`config.mk`:
```
export PLATFORM = sky130hd
export DESIGN_NAME = dl_rom_sequencer
export DESIGN_NICKNAME = d
export VERILOG_FILES = /design/src/rtl/dl_rom_sequencer.sv
export SDC_FILE = /design/constraint.sdc
export NUM_CORES = 1
export LEC_CHECK = 0
export CORE_ASPECT_RATIO = 1.1
export CORE_MARGIN = 1.5
export CORE_UTILIZATION = 58
export CTS_BUF_LIST = sky130_fd_sc_hd__clkbuf_4
export DETAILED_ROUTE_END_ITERATION = 8
export PLACE_DENSITY_LB_ADDON = 0.3
export SETUP_SLACK_MARGIN = 0.2
export SYNTH_ARGS = -nofsm -noshare
export SYNTH_HDL_FRONTEND = slang
export SYNTH_SLANG_ARGS = --single-unit
```
`constraint.sdc`:
```
create_clock -name clk_sys -period 3.3 [get_ports clk_sys]
set_input_delay 0.33 -clock clk_sys [delete_from_list [all_inputs] [get_ports clk_sys]]
set_output_delay 0.33 -clock clk_sys [all_outputs]
set_load 0.005 [all_outputs]
```
`src/rtl/dl_rom_sequencer.sv`:
```
// dl_rom_sequencer: SPI download bytes -> region decode -> FIFO -> ROM write port.
// Ports: clk_sys/reset, dl_* download in, mem_* req/ack write out, core_reset/busy/overflow.
module dl_rom_sequencer #(
  parameter int          AW          = 16,
  parameter logic [24:0] R1_BASE     = 25'h04000,
  parameter logic [24:0] R2_BASE     = 25'h05000,
  parameter logic [24:0] R3_BASE     = 25'h07000,
  parameter logic [24:0] TOP         = 25'h09000,
  parameter int          FIFO_DEPTH  = 4,
  parameter int          HOLD_CYCLES = 1024
) (
  input  logic          clk_sys,
  input  logic          reset,
  input  logic          dl_active,
  input  logic          dl_wr,
  input  logic [24:0]   dl_addr,
  input  logic [7:0]    dl_data,
  output logic          mem_req,
  input  logic          mem_ack,
  output logic [3:0]    mem_sel,
  output logic [AW-1:0] mem_addr,
  output logic [7:0]    mem_data,
  output logic          core_reset,
  output logic          busy,
  output logic          overflow
);

  localparam int PW = $clog2(FIFO_DEPTH);
  localparam int CW = PW + 1;
  localparam int HW = $clog2(HOLD_CYCLES + 1);
  localparam int EW = 2 + AW + 8;

  localparam logic [CW-1:0] FULL_CNT  = CW'(FIFO_DEPTH);
  localparam logic [HW-1:0] HOLD_INIT = HW'(HOLD_CYCLES);

  localparam logic [1:0] S_IDLE  = 2'd0;
  localparam logic [1:0] S_LOAD  = 2'd1;
  localparam logic [1:0] S_DRAIN = 2'd2;
  localparam logic [1:0] S_HOLD  = 2'd3;

  logic [1:0]    state;
  logic [HW-1:0] hold_cnt;
  logic          act_q;

  logic [EW-1:0] fifo [FIFO_DEPTH];
  logic [PW-1:0] wr_ptr;
  logic [PW-1:0] rd_ptr;
  logic [CW-1:0] count;
  logic [EW-1:0] head;

  logic          in_range;
  logic [1:0]    region;
  logic [24:0]   base;
  logic [AW-1:0] rel_addr;

  logic can_load;
  logic want;
  logic full;
  logic empty;
  logic pop;
  logic push;
  logic drop;

  always_comb begin
    in_range = 1'b1;
    region   = 2'd0;
    base     = '0;
    if (dl_addr < R1_BASE) begin
      region = 2'd0;
      base   = '0;
    end else if (dl_addr < R2_BASE) begin
      region = 2'd1;
      base   = R1_BASE;
    end else if (dl_addr < R3_BASE) begin
      region = 2'd2;
      base   = R2_BASE;
    end else if (dl_addr < TOP) begin
      region = 2'd3;
      base   = R3_BASE;
    end else begin
      in_range = 1'b0;
    end
  end

  assign rel_addr = AW'(dl_addr - base);

  // IDLE accepts bytes in the same cycle dl_active is first seen.
  assign can_load = (state == S_LOAD) ||
                    ((state == S_IDLE) && dl_active);
  assign want  = dl_wr && in_range && can_load;
  assign full  = (count == FULL_CNT);
  assign empty = (count == '0);
  // Slot refills in the same cycle it is acknowledged: no bubble.
  assign pop   = !empty && (!mem_req || mem_ack);
  assign push  = want && (!full || pop);
  assign drop  = want && full && !pop;
  assign head  = fifo[rd_ptr];

  assign busy       = (state != S_IDLE);
  assign core_reset = busy;

  always_ff @(posedge clk_sys) begin
    if (push) fifo[wr_ptr] <= {region, rel_addr, dl_data};
  end

  always_ff @(posedge clk_sys) begin
    if (reset) begin
      state    <= S_HOLD;
      hold_cnt <= HOLD_INIT;
      act_q    <= 1'b0;
      wr_ptr   <= '0;
      rd_ptr   <= '0;
      count    <= '0;
      mem_req  <= 1'b0;
      mem_sel  <= '0;
      mem_addr <= '0;
      mem_data <= '0;
      overflow <= 1'b0;
    end else begin
      act_q <= dl_active;

      if (push) wr_ptr <= wr_ptr + 1'b1;
      if (pop)  rd_ptr <= rd_ptr + 1'b1;
      if (push && !pop)      count <= count + 1'b1;
      else if (pop && !push) count <= count - 1'b1;

      if (pop) begin
        mem_req  <= 1'b1;
        mem_sel  <= 4'b0001 << head[EW-1 -: 2];
        mem_addr <= head[8 +: AW];
        mem_data <= head[7:0];
      end else if (mem_ack) begin
        mem_req <= 1'b0;
      end

      if (drop)                    overflow <= 1'b1;
      else if (dl_active && !act_q) overflow <= 1'b0;

      unique case (state)
        S_IDLE: if (dl_active) state <= S_LOAD;
        S_LOAD: if (!dl_active) state <= S_DRAIN;
        S_DRAIN: begin
          if (dl_active) begin
            state <= S_LOAD;
          end else if (empty && !mem_req) begin
            state    <= S_HOLD;
            hold_cnt <= HOLD_INIT;
          end
        end
        S_HOLD: begin
          if (dl_active)               state <= S_LOAD;
          else if (hold_cnt == HW'(1)) state <= S_IDLE;
          else                         hold_cnt <= hold_cnt - 1'b1;
        end
        default: state <= S_IDLE;
      endcase
    end
  end

endmodule

```
After elaboration in Yosys (flattened, before gate mapping)
Memory sizes are Yosys's and may differ from the RTL's. A register that Yosys moved wholly into a read port is not among the register bits. Cells that the tools add are included. Widths: inputs -> output; s select.

Bits in registers: 51. RAM bits: 104. Bits of input ports: 38. Output and inout bits: 32. Logic and storage cells: 99. Memories kept: 1.

Memory list: fifo (depth 4, width 26, rd ports 1, clocked after Yosys merged registers in 1, wr ports 1, line 45) `logic [EW-1:0] fifo [FIFO_DEPTH];`.

$add $sub $neg: 6. Order comparisons: 4. Equal/unequal tests: 13. Shifts and indexed selects: 1. Multiplexer cells: 34. Reduce and logical (&&, ||, !) cells: 29.

Operators with widths (number): $lt 25x15->1 const B (3); $mux 15 (4); $mux 11 (4); $lt 25x16->1 const B (1); $mux 2 (12); $pmux 11 s2 (1); $sub 16x16->16 (1); $ne 2x2->1 const B (6); $eq 11x1->1 const B (1); $logic_and 1x1->1 (11); $sub 11x1->11 const B (1); $mux 1 (10); $reduce_bool 2->1 (5); $pmux 2 s4 (1); $logic_not 1->1 (6); $mux 3 (2); $ne 3x3->1 const B (2); $reduce_and 5->1 (1); $add 2x1->2 const B (2); $eq 2x2->1 const B (2); $reduce_and 4->1 (1); $shl 1x2->4 const A (1); $add 3x1->3 const B (1); $eq 3x3->1 const B (1); 5 further kinds (7).

Logic depth before layout (Yosys ltp)
Gate-level depths: netlist (run 1).

Depth after elaboration: 12. Mapped depth: 10.

Worst setup path before layout (run 1)
No wires, ideal clock.

Path type: input port to flip-flop. Start point: input port dl_addr[24]. End point: register count[2]. Setup time: 0.071 ns. Arrival: 2.464 ns. Required time: 3.229 ns. Setup slack: 0.765 ns. Stages on the path: 10. Path buffers: 1. Cells stage by stage: or4_4 -> nor2_4 -> and4b_1 -> buf_6 -> ha_1 -> inv_1 -> fa_1 -> xor2_1 -> or3_1 -> a21oi_1.

Longest elaborated chain between the ends: 11.

RTL lines: start, declared (line 16) `input logic [24:0] dl_addr,`; $lt 25x16->1 (line 77) `end else if (dl_addr < TOP) begin`; $mux 1 (line 77); $mux 1 (line 74) `end else if (dl_addr < R3_BASE) begin`; $mux 1 (line 71) `end else if (dl_addr < R2_BASE) begin`; $mux 1 (*) (line 68) `if (dl_addr < R1_BASE) begin`; $logic_and 1x1->1 (*) (2 in a row) (line 90) `assign want = dl_wr && in_range && can_load;`; $logic_and 1x1->1 (*) (line 95) `assign push = want && (!full || pop);`; named net push (line 61) `logic push;`; $logic_not 1->1 (line 125) `else if (pop && !push) count <= count - 1'b1;`; $logic_and 1x1->1 (line 125); $reduce_bool 2->1 (no line); end signal, assigned (line 124) `if (push && !pop) count <= count + 1'b1;`; end signal, assigned (line 125); end, declared (line 48) `logic [CW-1:0] count;`.

Mark *: on every way through the listed nets, which the timed path passes. The rest lies on a longest branch. A chain may end at the register's enable or synchronous reset.

Worst setup path after layout (run 1)
Start point: input port dl_addr[24]. End point: memory fifo[0][23] (netlist bit), data pin.

Longest elaborated chain between the ends: 6.

RTL lines: $lt 25x16->1 (line 77); $mux 15 (line 77); $mux 15 (line 74); $mux 15 (line 71); $mux 15 (*) (line 68); named net base[12] (line 53) `logic [24:0] base;`; $sub 16x16->16 (*) (line 85) `assign rel_addr = AW'(dl_addr - base);`; named net rel_addr[15] (line 54) `logic [AW-1:0] rel_addr;`; end, declared (line 45).

Marks and branches as above.

==> results of run 1 <==
==> power by group through the flow <==
| stage | registers [µW] | logic [µW] | clock network (µW) |
|---|---|---|---|
| finish | 2460 | 1340 | 1100 |
| global route | 2500 | 1490 | 1220 |
| CTS | 2470 | 1370 | 1130 |
| detailed placement | 2510 | 1360 | 0 |
| global placement | 2510 | 1310 | 0 |
| floorplan | 2440 | 912 | 0 |
==> layout make-up <==
type                            instances  area [µm²]  area share [%]
Timing Repair Buffer                   80         818            10.9
Clock buffer                           21         158            2.10
Sequential cell                       157        4190            55.6
Clock inverter                         11         118            1.56
Inverter                               13        48.8           0.649
Multi-Input combinational cell        251        2010            26.7
Tap cell                              147         184            2.45
==> synth_stat cells (5+ instances only) <==
master / number / area, µm²
o21ai_0: 5 / 25.0
a21oi_1: 37 / 185
buf_2: 5 / 25.0
mux4_2: 26 / 586
dfxtp_1: 53 / 1060
or3_1: 6 / 37.5
mux2i_1: 10 / 100
inv_1: 12 / 45.0
nor2_1: 15 / 56.3
nand3_1: 7 / 35.0
ha_1: 10 / 125
buf_1: 5 / 18.8
edfxtp_1: 104 / 3120
a21oi_2: 6 / 52.6
nand2b_1: 8 / 50.1
nand2_1: 70 / 263
==> sequential cells by signal, indices dropped and copies added, names as in the netlist, named ones only <==
register,count
fifo,104
state,2
act_q,1
rd_ptr,2
mem_addr,16
count,3
hold_cnt,11
mem_req,1
mem_sel,4
overflow,1
mem_data,8
wr_ptr,2
==> per-layer routing <==
layer	vias to the layer above	wire length [µm]
met5	-	0
met4	0	126
met3	11	523
met2	84	5990
met1	1794	4850
li1	1785	-
==> per-stage QoR <==
step / setup slack [ns] / utilization (%) / cells
final: 0.846 / 69.6 / 680
after CTS: 0.908 / 69.6 / 680
after floorplan: 0.765 / - / 444
after detailed placement: 0.317 / 67.0 / 648
after global placement: 0.382 / 67.0 / 648
after global routing: 0.747 / 69.6 / 680
==> critical path, cell delays in order <==
cell and delay [ns]:
clkdlybuf4s50_1 0.39, or4_4 0.55, or3_1 0.42, a21oi_1 0.21
ha_1 0.22, inv_1 0.05, a21o_1 0.14, a21oi_1 0.16
xor2_1 0.30
==> cells by family (layout without fill, tap and decap cells) <==
| logic type | count (synthesis) | count (layout) | synth area share (%) |
|---|---|---|---|
| muxes | 38 | 38 | 11.2 |
| DFF | 157 | 157 | 65.5 |
| buffers and inverters | 36 | 125 | 3.00 |
| AOI/OAI and AO/OA | 59 | 59 | 6.15 |
| adders and majority gates | 12 | 12 | 2.59 |
| and+or+nand+nor | 136 | 136 | 10.8 |
| xor gates and xnor gates | 6 | 6 | 0.823 |
==> worst min-delay path by stage <==
stage | startpoint | endpoint | slack [ns] | cells past startpoint
finish | reset | act_q | 0.40 | 2
global route | dl_data[6] | fifo[2][6] | 0.39 | 1
CTS | reset | count[0] | 0.37 | 2
detailed placement | mem_sel[0] | mem_sel[0] | 0.45 | 2
global placement | mem_sel[0] | mem_sel[0] | 0.44 | 2
floorplan | dl_data[0] | fifo[0][0] | 0.43 | 0
==> out/qor.csv, run 1 <==
metric;value;unit
status;complete, no violations;
Crit Path Category;in -> reg;
Tot GR Track Use;21.9;%
commonest non-fill, non-tap cells in the layout;edfxtp_1, nand2_1, clkdlybuf4s50_1, dfxtp_1, a21oi_1;
Setup Buffers After CTS;0;
post-synthesis sequential area ratio;65.5;%
TritonCTS clock tree;yes;
layout cells sized above 1;18.0;%
maximum fanout along the worst path;4;
FF-to-FF Start;state[0];
drt drc;0;
Yosys reg bits;157;
crit path capture type;flop;
hold buffers post-CTS;0;
first-pass GRT wire length;18600;µm
Comb pwr share;27.3;%
# setup viols final;0;
maximum vdd drop;0.000421;V
yosys warns;0;
GR peak layer;met2;
Synth Flop Type;edfxtp_1;
Max Cap Violations;0;
Final ANT Viol Nets;0;
via total after detailed routing;3674;
io pins;70;
drt pass-1 iters;4;
Port Buf Inserts;69;
DR vias/cell;5.40;
Max-slew headroom;38.9;%
met2 Resource Use GR;36.9;%
skew final;0.0232;ns
switch share;29.7;%
post-synthesis cell type count;54;
Cell Int Power;3450;µW
WL/cell;16.9;µm
Chip Height;113;µm
Reg clk slew, reported paths;0.13;ns
diodes inserted;0;
Synth Cell Area;6380;µm²
Starting Density;59.1;%
Syn Nets;494;
dpl hpwl;7580;µm
Max clock buf depth;2;
Synth async-reset ratio;0;%
P&R area growth vs syn;17.8;%
CP Launch Type;primary input;
number of global-route vias before repair;3721;
Final TNS setup;0;ns
cts bufs inserted;17;
critical path startpoint;dl_addr[24];
Worst EP arrival;2.78;ns
# rows;40;
die area;11600;µm²
Hold Fails Final Rpt;0;
Required @ worst endpoint;3.63;ns
clock share of power;22.5;%
Cells after Synth;444;
Pwr per Cell Area;653;nW/µm²
syn avg cell area;14.4;µm²
fmax;408;MHz
number of synthesized flops with an enable pin;104;
cell area after layout;7520;µm²
Resized Gates After CTS;0;
hold slack;0.405;ns
HP Class;in -> reg;
Final period util;74.4;%
clock sink total;157;
critical path endpoint;fifo[0][23];
Worst Tran Pin Value;0.916;ns
Switch Pwr;1460;µW
RSZ-0062 raised after global routing;no;
commonest non-fill, non-tap cell in the layout;edfxtp_1;
final WL;11500;µm
R2R Path End;count[2];
placed inst area;7250;µm²
Tot Pwr;4910;µW
DRT iter0 DRCs;199;
routability cong.;0.720;
die width;103;µm
met1 usage in global routing;27.1;%
H-tree Lvls;4;
Max Slew Vio Count;0;
GR Util met3;5.37;%
Tmin final;2.45;ns
Worst-Skew Late Latency;0.53;ns
Root Driver;clkbuf_4;
Seq pwr share;50.2;%
worst reg2reg path depth;9;
leakage power;0.00252;µW
largest net degree at the start of global routing;47;
Core ar.;10800;µm²
total gr overflow;0;
initial antenna violation count;0;
Fillers;769;
r2r setup slk;0.91;ns
layout net count;570;
Power figures use the tool's default switching activity.
==> inputs of run 2 (changes only) <==
CORE_UTILIZATION = 53   (was 58)
clock period = 2.2 ns   (was 3.3 ns; I/O delays follow)
==> out/qor.csv, run 2 (same netlist as run 1, synthesis figures left out) <==
metric;value;unit
status;finished with violations;
violated checks;setup timing;
Core ar.;11600;µm²
Tmin final;2.20;ns
Worst EP arrival;2.67;ns
Reg clk slew, reported paths;0.12;ns
Min-Delay Startpoint;reset;
skew final;0.0146;ns
FF-to-FF Start;count[2];
Max clock buf depth;2;
# setup viols final;1;
PnR worst setup slack;-0.00378;ns
maximum vdd drop;0.000616;V
Worst Tran Pin Value;0.441;ns
Crit Path Category;reg -> reg;
cell area after layout;7920;µm²
drt drc;0;
placed inst area;7550;µm²
die area;12700;µm²
Worst-Skew Late Latency;0.53;ns
Hold Fails Final Rpt;0;
layout cells sized above 1;27.1;%
routability cong.;0.776;
Max-slew headroom;70.2;%
register area;4190;µm²
Tot Pwr;7550;µW
Pwr per Cell Area;953;nW/µm²
Final period util;100;%
largest net degree at the start of global routing;30;
Final ANT Viol Nets;0;
via total after detailed routing;3939;
commonest non-fill, non-tap cell in the layout;edfxtp_1;
leakage power;0.00273;µW
Max Cap Violations;0;
HP Class;in -> reg;
DRT iter0 DRCs;214;
Port Buf Inserts;69;
fmax;454;MHz
clock sink total;157;
WL/cell;17.3;µm
Chip Height;118;µm
Required @ worst endpoint;2.67;ns
io pins;70;
number of flip-flops in the largest register;104;
multi-input logic area;2100;µm²
first-pass GRT wire length;19900;µm
Max Slew Vio Count;0;
P&R area growth vs syn;24.1;%
# rows;41;
maximum fanout along the worst path;4;
H-tree Lvls;4;
DR vias/cell;5.47;
critical path startpoint;count[2];
post-layout util;68.3;%
TritonCTS clock tree;yes;
crit path capture type;flop;
layout net count;606;
Fillers;822;
Starting Density;55.1;%
dpl hpwl;8290;µm
CP Launch Type;flop;
Top Registers;fifo: 104 flops, mem_addr: 16 flops, hold_cnt: 11 flops;
drt pass-1 iters;5;
Root Driver;clkbuf_4;
total gr overflow;0;
RSZ-0062 raised after global routing;yes;
Most flops, register;fifo;
final WL;12400;µm
number of global-route vias before repair;4086;
Tot GR Track Use;20.9;%
die width;108;µm
commonest non-fill, non-tap cells in the layout;edfxtp_1, nand2_1, clkdlybuf4s50_1, dfxtp_1, buf_4;
initial antenna violation count;1;
cts bufs inserted;17;
run 2: cell count changes in the layout (fill, tap and decap cells not counted), sizes merged:
cell           change
clkdlybuf4s50     -10
diode              +1
clkinvlp           +2
clkbuf             -1
buf               +36
dlymetal6s2s       +1
clkdlybuf4s15      +3
dlygate4sd2        +5
run 2: routing by layer:
metal / wire length, µm / GRT usage [%] / vias to the layer above
met2: 6480 / 35.2 / 110
li1: - / - / 1856
met3: 646 / 5.43 / 25
met4: 286 / 9.95 / 0
met5: 0 / 0 / -
met1: 5020 / 24.9 / 1948
run 2: timing repair:
action                     CTS  global route
setup buffers                2             1
setup endpoints to repair   16            14
hold buffers                 0             0
pin swaps                    6             9
gates resized for setup     21            14
run 2: path summary, 6_finish.rpt:
path,endpoint,slack (ns),cells past startpoint
max,count[2],-0.004,9
min,mem_sel[3],0.12,2
max reg2reg,count[2],-0.004,9
min reg2reg,mem_addr[1],0.46,2
run 2: through the flow:
| stage | setup slack (ns) | setup TNS [ns] | instances | hold slack [ns] |
|---|---|---|---|---|
| finish | -0.00378 | -0.00378 | 720 | 0.122 |
| floorplan | -0.115 | -0.563 | 444 | 0.319 |
| detailed placement | -0.641 | -29.86 | 684 | 0.448 |
| global placement | -0.590 | -29.03 | 684 | 0.437 |
| global route | -0.0812 | -0.0812 | 720 | 0.0913 |
| CTS | 0.0483 | 0 | 718 | 0.0845 |
run 2: worst max-delay path: stages (launching register included):
cell     delay, ns
dfxtp_2       0.36
or3_4         0.39
and2_4        0.17
inv_2         0.08
ha_4          0.14
inv_2         0.03
fa_2          0.35
xor2_1        0.15
or3_1         0.33
a21oi_2       0.14
run 2: area by class of cell:
| type | count | share of cell area [%] |
|---|---|---|
| flip-flops and latches | 157 | 52.9 |
| clock inverters | 13 | 1.58 |
| well taps | 150 | 2.37 |
| multi-input cells | 251 | 26.6 |
| repair buffers | 116 | 14.1 |
| clock buffers | 19 | 1.80 |
| inverters | 13 | 0.616 |
| diodes | 1 | 0.0316 |
run 2: power breakdown:
part / switching [µW] / internal (µW) / total, µW / leakage (µW)
Clock: 943 / 685 / 1630 / 0.000146
Combinational: 1070 / 1170 / 2240 / 0.00122
Sequential: 250 / 3420 / 3670 / 0.00136
==> inputs of run 3 (changes only) <==
CAP_MARGIN = 10   (was unset)
CTS_CLUSTER_DIAMETER = 100   (was unset)
SLEW_MARGIN = 40   (was unset)
==> results of run 3 <==
No change in the layout: final DEF, timing and power equal those of run 2.
